### config.mk
export PLATFORM = sky130hd
export DESIGN_NAME = fb_scheduler
export DESIGN_NICKNAME = d
export VERILOG_FILES = /design/src/rtl/fb_pkg.sv /design/src/rtl/fb_clear_fsm.sv /design/src/rtl/fb_scheduler.sv
export SDC_FILE = /design/constraint.sdc
export NUM_CORES = 1
export LEC_CHECK = 0
export CAP_MARGIN = 20
export CORE_ASPECT_RATIO = 0.7
export CORE_MARGIN = 8
export CORE_UTILIZATION = 30
export CTS_CLUSTER_DIAMETER = 50
export DETAILED_ROUTE_END_ITERATION = 10
export PLACE_DENSITY_LB_ADDON = 0.2
export SETUP_SLACK_MARGIN = 0.2
export SYNTH_ARGS = -nofsm -noshare
export SYNTH_HDL_FRONTEND = slang
export SYNTH_SLANG_ARGS = --single-unit
### constraint.sdc
create_clock -name vgaclk -period 9.7 [get_ports vgaclk]
set_input_delay 0.97 -clock vgaclk [delete_from_list [all_inputs] [get_ports vgaclk]]
set_output_delay 0.97 -clock vgaclk [all_outputs]
set_load 0.02 [all_outputs]
### src/rtl/fb_pkg.sv
// Shared constants and types for the framebuffer scheduler slice.
// Geometry is fixed to a 640x480 scan scaled down 4x into a 160x120 framebuffer.
package fb_pkg;

  localparam int FB_W       = 160;
  localparam int FB_H       = 120;
  localparam int SCALE_LOG2 = 2;
  localparam int ADDR_W     = 15;
  localparam int FB_SIZE    = FB_W * FB_H;

  localparam int H_TOTAL    = 800;
  localparam int H_VIS      = 640;
  localparam int V_VIS      = 480;
  localparam int V_LAST     = 524;
  // Two cycles ahead: one for the RAM read, one for the pixel register.
  localparam int LOOKAHEAD  = 2;

  typedef struct packed {
    logic [2:0] r;
    logic [2:0] g;
    logic [1:0] b;
  } color8_t;

  typedef enum logic [0:0] {
    IDLE  = 1'b0,
    CLEAR = 1'b1
  } clr_state_e;

endpackage

### src/rtl/fb_clear_fsm.sv
// Framebuffer clear sequencer: walks every address once with a latched colour,
// yielding the RAM whenever the display owns the cycle.
module fb_clear_fsm
  import fb_pkg::*;
(
  input  logic              vgaclk,
  input  logic              rst,
  input  logic              clear_req,
  input  logic [7:0]        clear_color,
  input  logic              slot,
  output logic              clr_we,
  output logic [ADDR_W-1:0] clr_addr,
  output logic [7:0]        clr_data,
  output clr_state_e        state_dbg
);

  localparam logic [ADDR_W-1:0] LAST_ADDR = ADDR_W'(FB_SIZE - 1);

  clr_state_e        state_q, state_d;
  logic [ADDR_W-1:0] cnt_q, cnt_d;
  logic [7:0]        color_q, color_d;

  always_comb begin
    state_d = state_q;
    cnt_d   = cnt_q;
    color_d = color_q;
    case (state_q)
      IDLE: begin
        if (clear_req) begin
          state_d = CLEAR;
          cnt_d   = '0;
          color_d = clear_color;
        end
      end
      CLEAR: begin
        // A request arriving mid-clear is deliberately not restarted.
        if (!slot) begin
          if (cnt_q == LAST_ADDR) begin
            state_d = IDLE;
            cnt_d   = '0;
          end else begin
            cnt_d = cnt_q + ADDR_W'(1);
          end
        end
      end
      default: state_d = IDLE;
    endcase
  end

  always_ff @(posedge vgaclk) begin
    if (rst) begin
      state_q <= IDLE;
      cnt_q   <= '0;
      color_q <= '0;
    end else begin
      state_q <= state_d;
      cnt_q   <= cnt_d;
      color_q <= color_d;
    end
  end

  assign clr_we    = (state_q == CLEAR) && !slot;
  assign clr_addr  = cnt_q;
  assign clr_data  = color_q;
  assign state_dbg = state_q;

endmodule

### src/rtl/fb_scheduler.sv
// Single-port framebuffer arbiter: display fetch > clear > graphics writer.
// Optional clear engine is built only when FB_SCHED_CLEAR_EN is defined.
module fb_scheduler
  import fb_pkg::*;
(
  input  logic              vgaclk,
  input  logic              rst,
  input  logic [9:0]        hc,
  input  logic [9:0]        vc,
  input  logic              wr_valid,
  output logic              wr_ready,
  input  logic [7:0]        wr_x,
  input  logic [6:0]        wr_y,
  input  logic [7:0]        wr_data,
  input  logic              clear_req,
  input  logic [7:0]        clear_color,
  output logic              clear_busy,
  output logic [ADDR_W-1:0] mem_addr,
  output logic              mem_we,
  output logic [7:0]        mem_wdata,
  input  logic [7:0]        mem_rdata,
  output logic [2:0]        pix_red,
  output logic [2:0]        pix_green,
  output logic [1:0]        pix_blue
);

  // Writer handshake: a transfer occurs on any cycle with wr_valid && wr_ready;
  // wr_ready depends only on the scan position and clear state, never on wr_valid.

  logic [10:0]       la_h_sum;
  logic [9:0]        la_h;
  logic [9:0]        la_v;
  logic              slot;
  logic [ADDR_W-1:0] slot_addr;
  logic [ADDR_W-1:0] wr_addr;
  logic              wr_in_range;
  logic              wr_fire;

  logic              clr_we;
  logic [ADDR_W-1:0] clr_addr;
  logic [7:0]        clr_data;

  logic [ADDR_W-1:0] addr_q, addr_d;
  logic [7:0]        wdata_q, wdata_d;
  logic              rd_pend_q, rd_pend_d;
  color8_t           pix_q, pix_d;

  always_comb begin
    la_h_sum = {1'b0, hc} + 11'(LOOKAHEAD);
    la_h     = la_h_sum[9:0];
    la_v     = vc;
    if (la_h_sum >= 11'(H_TOTAL)) begin
      la_h = 10'(la_h_sum - 11'(H_TOTAL));
      la_v = (vc == 10'(V_LAST)) ? 10'd0 : vc + 10'd1;
    end
  end

  assign slot = (la_h < 10'(H_VIS)) && (la_v < 10'(V_VIS)) && (la_h[1:0] == 2'b00);

  assign slot_addr = ADDR_W'(la_v >> SCALE_LOG2) * ADDR_W'(FB_W)
                   + ADDR_W'(la_h >> SCALE_LOG2);

  assign wr_addr     = ADDR_W'(wr_y) * ADDR_W'(FB_W) + ADDR_W'(wr_x);
  assign wr_in_range = (wr_x < 8'(FB_W)) && (wr_y < 7'(FB_H));

`ifdef FB_SCHED_CLEAR_EN
  clr_state_e clr_state;

  fb_clear_fsm u_clear (
    .vgaclk      (vgaclk),
    .rst         (rst),
    .clear_req   (clear_req),
    .clear_color (clear_color),
    .slot        (slot),
    .clr_we      (clr_we),
    .clr_addr    (clr_addr),
    .clr_data    (clr_data),
    .state_dbg   (clr_state)
  );

  assign clear_busy = (clr_state == CLEAR);
  assign wr_ready   = !slot && !clear_busy;
`else
  logic unused_clear;
  assign unused_clear = ^{clear_req, clear_color};
  assign clr_we       = 1'b0;
  assign clr_addr     = '0;
  assign clr_data     = '0;
  assign clear_busy   = 1'b0;
  assign wr_ready     = !slot;
`endif

  assign wr_fire = wr_valid && wr_ready;

  always_comb begin
    mem_addr  = addr_q;
    mem_wdata = wdata_q;
    mem_we    = 1'b0;
    if (slot) begin
      mem_addr = slot_addr;
    end else if (clr_we) begin
      mem_addr  = clr_addr;
      mem_wdata = clr_data;
      mem_we    = 1'b1;
    end else if (wr_fire) begin
      // Off-screen coordinates complete the handshake but never reach the RAM.
      mem_addr  = wr_addr;
      mem_wdata = wr_data;
      mem_we    = wr_in_range;
    end
    if (rst) begin
      mem_we = 1'b0;
    end
  end

  assign addr_d    = mem_addr;
  assign wdata_d   = mem_wdata;
  assign rd_pend_d = slot;
  assign pix_d     = rd_pend_q ? color8_t'(mem_rdata) : pix_q;

  always_ff @(posedge vgaclk) begin
    if (rst) begin
      addr_q    <= '0;
      wdata_q   <= '0;
      rd_pend_q <= 1'b0;
      pix_q     <= '0;
    end else begin
      addr_q    <= addr_d;
      wdata_q   <= wdata_d;
      rd_pend_q <= rd_pend_d;
      pix_q     <= pix_d;
    end
  end

  assign pix_red   = pix_q.r;
  assign pix_green = pix_q.g;
  assign pix_blue  = pix_q.b;

endmodule

# After elaboration in Yosys (flattened, before gate mapping)
# Cells that the tools add are included.
[totals] regBits=32 inputBits=63 out_inout_bits=34 word_cells=35
[op_classes] addsub=5 mul=2 n_lt_le_gt_ge=5 eq_ne=1 n_mux=10 reduce_logical=6
[ops] op="15-bit by 8-bit adder with 15-bit output" count=2
[ops] op="10-bit two-way mux" count=3
[ops] op="15-bit two-way mux" count=2
[ops] op="8-bit two-way mux" count=2
[ops] op="10-bit by 2-bit adder with 11-bit output (second input constant)" count=1
[ops] op="11-bit by 10-bit greater-or-equal comparator with 1-bit output (second input constant)" count=1
[ops] op="10-bit by 1-bit adder with 10-bit output (second input constant)" count=1
[ops] op="10-bit equality test (second input constant)" count=1
[ops] op="10-bit less-than comparator (second input constant)" count=1
[ops] op="10-bit by 9-bit less-than comparator with 1-bit output (second input constant)" count=1
[ops] op="7-bit by 3-bit multiplier with 10-bit output (second input constant)" count=1
[ops] op="8-bit by 3-bit multiplier with 10-bit output (second input constant)" count=1
[ops] op="10-bit subtractor (second input constant)" count=1
[ops] op="8-bit less-than comparator (second input constant)" count=1
[ops] op="7-bit less-than comparator (second input constant)" count=1
[ops] op="1-bit logical AND" count=4
[ops] op="1-bit two-way mux" count=3
[ops] op="2-bit logical NOT" count=1
[ops] op="1-bit logical NOT" count=1

# Logic depth before layout (Yosys ltp)
[depth] word_depth=11 depth_mapped=23 depth_no_buf=23

# Worst setup path after synthesis
# OpenSTA, ideal clock, no wires.
[synth_timing] path_kind="input-to-output" startpoint="input hc[1]" endpoint="output mem_addr[14]" arrival_ns=5.431 t_required_ns=8.730 path_slack_ns=3.299 cell_stages=20 n_path_buf=1 path_cell_list="ha_1 > and3_1 > buf_4 > xnor2_1 > ha_1 > inv_1 > a221o_1 > a22o_1 > and3_1 > mux2_2 > ha_1 > ha_1 > inv_1 > fa_1 > nand2b_1 > nor2_1 > nand3b_1 > o311a_1 > or2_2 > mux2i_1"
[synth_via] elab_chain_len=10 elab_cells_between_ends=16 classes_between="add/sub (3); mul (1); order compare (3); mux (4); reduce/logical (5)"
[synth_lines] element="start: declaration" line="fb_scheduler.sv:8" text="input logic [9:0] hc,"
[synth_lines] element="10-bit by 2-bit adder with 11-bit output (*)" line="fb_scheduler.sv:49" text="la_h_sum = {1'b0, hc} + 11'(LOOKAHEAD);"
[synth_lines] element="branches (longest 8 deep; another with 15-bit by 8-bit adder with 15-bit output)"
[synth_lines] element="15-bit two-way mux (*)" line="fb_scheduler.sv:99" text="if (slot) begin"
[synth_lines] element="end: declaration" line="fb_scheduler.sv:18" text="output logic [ADDR_W-1:0] mem_addr,"
# Every way passes the cells marked *.

# Final worst setup path
[layout_timing] startpoint="input hc[3]" endpoint="output mem_addr[14]"
# Same word-level chain as after synthesis.

==> summary.txt <==
Outcome
  • Outcome: finished clean

Yosys
  • Simple-Gate Fraction of Synth Area: 21.6%
  • Area leader, netlist: dfxtp_1
  • Post-Syn Nets: 518
  • Yosys warning total: 0
  • Synth Area in XOR/XNOR: 8.11%
  • Main flop type after synthesis: dfxtp_1
  • Synth unique cells: 66
  • Post-synth ARST share: 0%
  • Mapped Avg Cell Area: 8.21 sq um
  • Largest family of logic cells by synthesized area: compound AO/OA/AOI/OAI gates
  • Compound-Gate Fraction of Synth Area: 21.6%
  • Post-synthesis mux area share: 10.4%
  • #FFs+latches synth: 32
  • Mapped cell area: 0.00345 sq mm
  • Synth area leaders: dfxtp_1, ha_1, mux2i_1
  • Post-Synth Adder-Cell Area: 13.2%
  • Cell count after synthesis: 421
  • Post-synth EDFFs: 0
  • Synth top area share: 18.5%
  • Seq/Total Area, Yosys: 18.5%

Setup path
  • CP Capture Type: primary output
  • CP arrival: 6780 ps
  • Worst Path Max Fanout: 6
  • Critical R2R Capture: pix_blue[1]$_SDFFE_PP0P_
  • Critical path startpoint: hc[3]
  • Reg2reg path depth: 2
  • Crit path launch type: input pin
  • Most used cell, CP: ha_1
  • Critical path's slowest cell: clkdlybuf4s50_1
  • Setup CP Type: input pin to primary output
  • Worst Setup EP: mem_addr[14]
  • R2R setup slack: 8650 ps
  • Crit path cell chain: clkdlybuf4s50_1 > nand4_1 > nor3b_1 > or2_2 > inv_1 > ha_1 > o2111ai_1 > a22o_1 > and3_1 > nand2_1 > xnor2_1 > ha_1 > ha_1 > a21o_1 > a21oi_1 > o21ai_0 > a311oi_1 > a2111oi_0 > or2_2 > mux2i_1 > clkdlybuf4s50_1
  • Critical R2R Launch: rd_pend_q$_SDFF_PP0_
  • Critical Path RT: 8730 ps
  • Critical path's largest stage delay: 630 ps

Placed design
  • Pre-CTS setup slack: 1940 ps
  • RePlAce Congestion: 0.813
  • I/O Buffers: 86
  • Post-detail-place hpwl: 7690 um

Detailed routing
  • Final WL: 9940 um
  • Via count: 3267
  • WL/cell: 15.4 um
  • Drt pass-1 iters: 4
  • Initial DRC Count: 206
  • # DRC: 0
  • Post-route ant nets: 0
  • Vias per cell: 5.06

Layout
  • Most common cell after layout, fill and taps aside: clkdlybuf4s50_1
  • Final core occ: 41.0%
  • Reg area: 641 sq um
  • Layout cells sized above 1: 7.71%
  • Multi-input gate area: 0.00259 sq mm
  • Area Overhead vs Synth: 32.2%
  • Nets: 589
  • Most frequent cells in the layout: clkdlybuf4s50_1, nor2_1, dfxtp_1, ha_1, mux2i_1
  • N_diodes: 0
  • Filler instances: 1131

Timing
  • Fin crit share: 79.9%
  • Slack of the critical path: 1950 ps
  • Setup TNS: 0 ps
  • Slew Viols, Final: 0
  • Achievable Freq: 129 MHz
  • Clock period minus worst slack: 7750 ps
  • Max_slew headroom: 41.6%
  • Clock Skew: 2.61 ps
  • Final setup viols: 0
  • Final hold vios: 0
  • Worst slew pin tran: 876 ps
  • RSZ-0062 raised after global routing: false

CTS
  • Post-CTS Setup Repair Bufs: 0
  • Clk_lat worst skew: 280 ps
  • H-tree depth: 2
  • CTS Sinks: 32
  • CTS tree: built
  • CTS max path bufs: 2
  • Cts hold-fix bufs: 0
  • Number of CTS-inserted buffers: 5
  • Clock-pin transition on the worst setup and hold timing paths: 60 ps
  • Post-CTS resize count: 0
  • Clock root buffer: clkbuf_16

Global routing
  • GRT overflow: 0
  • GR Layer Usage met2: 19.5%
  • Initial antenna violation count: 0
  • First-pass GRT wire length: 16400 um
  • Met3 Use GR: 4.06%
  • All-Layer GR Usage: 12.9%
  • Vias in the first global route: 3328
  • Layer with the highest usage: met2
  • Largest net degree at the start of global routing: 44
  • Grt met1 use: 18.3%

Hold path
  • HP Class: register to register

Floorplan
  • Die footprint: 0.0153 sq mm
  • Cell row count: 32
  • Die H: 106 um
  • I/O Pins: 97
  • Initial core utilization: 31.0%
  • Core Box Area: 0.0111 sq mm
  • Die outline width: 144 um

Power and ir drop
  • Total power: 0.555 mW
  • Pwr per Cell Area: 122 mW/mm^2
  • Worst VDD drop: 0.0000909 V
  • Pleak: 1.82 nW

Job
  • Total of max-cap violations: 0
[power breakdown]
part           internal, mW  leakage [nW]  total (mW)  switching (mW)
Sequential            0.141         0.263       0.144         0.00292
Clock                 0.121        0.0798       0.181          0.0606
Combinational         0.106          1.48       0.230           0.124
Total                 0.368          1.82       0.555           0.188
[kinds of logic after synthesis]
kind of cell	count (synthesis)
buffers and inverters	52
AO/OA/AOI/OAI	99
XOR/XNOR	32
other	1
flip-flops	32
multiplexers	35
adder cells (fa/ha/maj)	34
AND/OR/NAND/NOR	136
[layout make-up]
type	count	area share (%)
Clock buffer	5	2.74
Multi-Input combinational cell	337	56.7
Timing Repair Buffer	89	19.2
Tap cell	153	4.19
Sequential cell	32	14.0
Inverter	27	2.22
Clock inverter	3	0.931
[layer usage]
| layer | wire, um | vias to the layer above | share of wire (%) |
|---|---|---|---|
| li1 | - | 1698 | - |
| met5 | 0 | - | 0 |
| met4 | 8 | 0 | 0.081 |
| met2 | 4150 | 83 | 42 |
| met1 | 5070 | 1484 | 51 |
| met3 | 712 | 2 | 7.2 |
[stage by stage]
| step | hold slack [ps] | instances | area, sq um |
|---|---|---|---|
| after global routing | 544 | 646 | 4570 |
| after global placement | 472 | 638 | 4400 |
| after floorplan | 546 | 421 | 3450 |
| after CTS | 506 | 646 | 4570 |
| final | 502 | 646 | 4570 |
| after detailed placement | 486 | 638 | 4400 |
[state kept, by name (all words and copies together) (netlist names)]
| signal | flops |
|---|---|
| wdata_q | 8 |
| pix_blue | 2 |
| pix_green | 3 |
| addr_q | 15 |
| pix_red | 3 |
| rd_pend_q | 1 |
[how the worst min path moves through the flow]
stage	slack, ps	start	cells past startpoint	to
after global routing	540	pix_red[1]$_SDFFE_PP0P_	2	pix_red[1]$_SDFFE_PP0P_
after detailed placement	490	pix_green[2]$_SDFFE_PP0P_	2	pix_green[2]$_SDFFE_PP0P_
after CTS	510	pix_green[2]$_SDFFE_PP0P_	2	pix_green[2]$_SDFFE_PP0P_
final	500	pix_red[2]$_SDFFE_PP0P_	2	pix_red[2]$_SDFFE_PP0P_
after global placement	470	pix_red[0]$_SDFFE_PP0P_	2	pix_red[0]$_SDFFE_PP0P_
after floorplan	550	addr_q[7]$_SDFF_PP0_	2	addr_q[7]$_SDFF_PP0_
[critical path, delay by kind of cell]
kind / cells / cell delay (ps)
mux: 1 / 140
simple gates: 6 / 1400
buf+inv: 3 / 1260
compound gates: 7 / 1910
fa+ha+maj: 3 / 820
xor+xnor: 1 / 260
[cell usage after synthesis, drive strengths merged, types with 5 or more instances]
library cell and instances:
nand2 22, a21oi 24, nor3 7, a41oi 9, xor2 15, and3 6, xnor2 17, nor2b 13
inv 27, nor4 6, nor2 37, clkbuf 13, buf 12, ha 30, a31oi 7, nand3 10
o21ai 16, o311ai 8, and4 5, mux2 7, o31ai 8, mux2i 28, dfxtp 32, nand4 10
(Power assumes the default switching activity.)
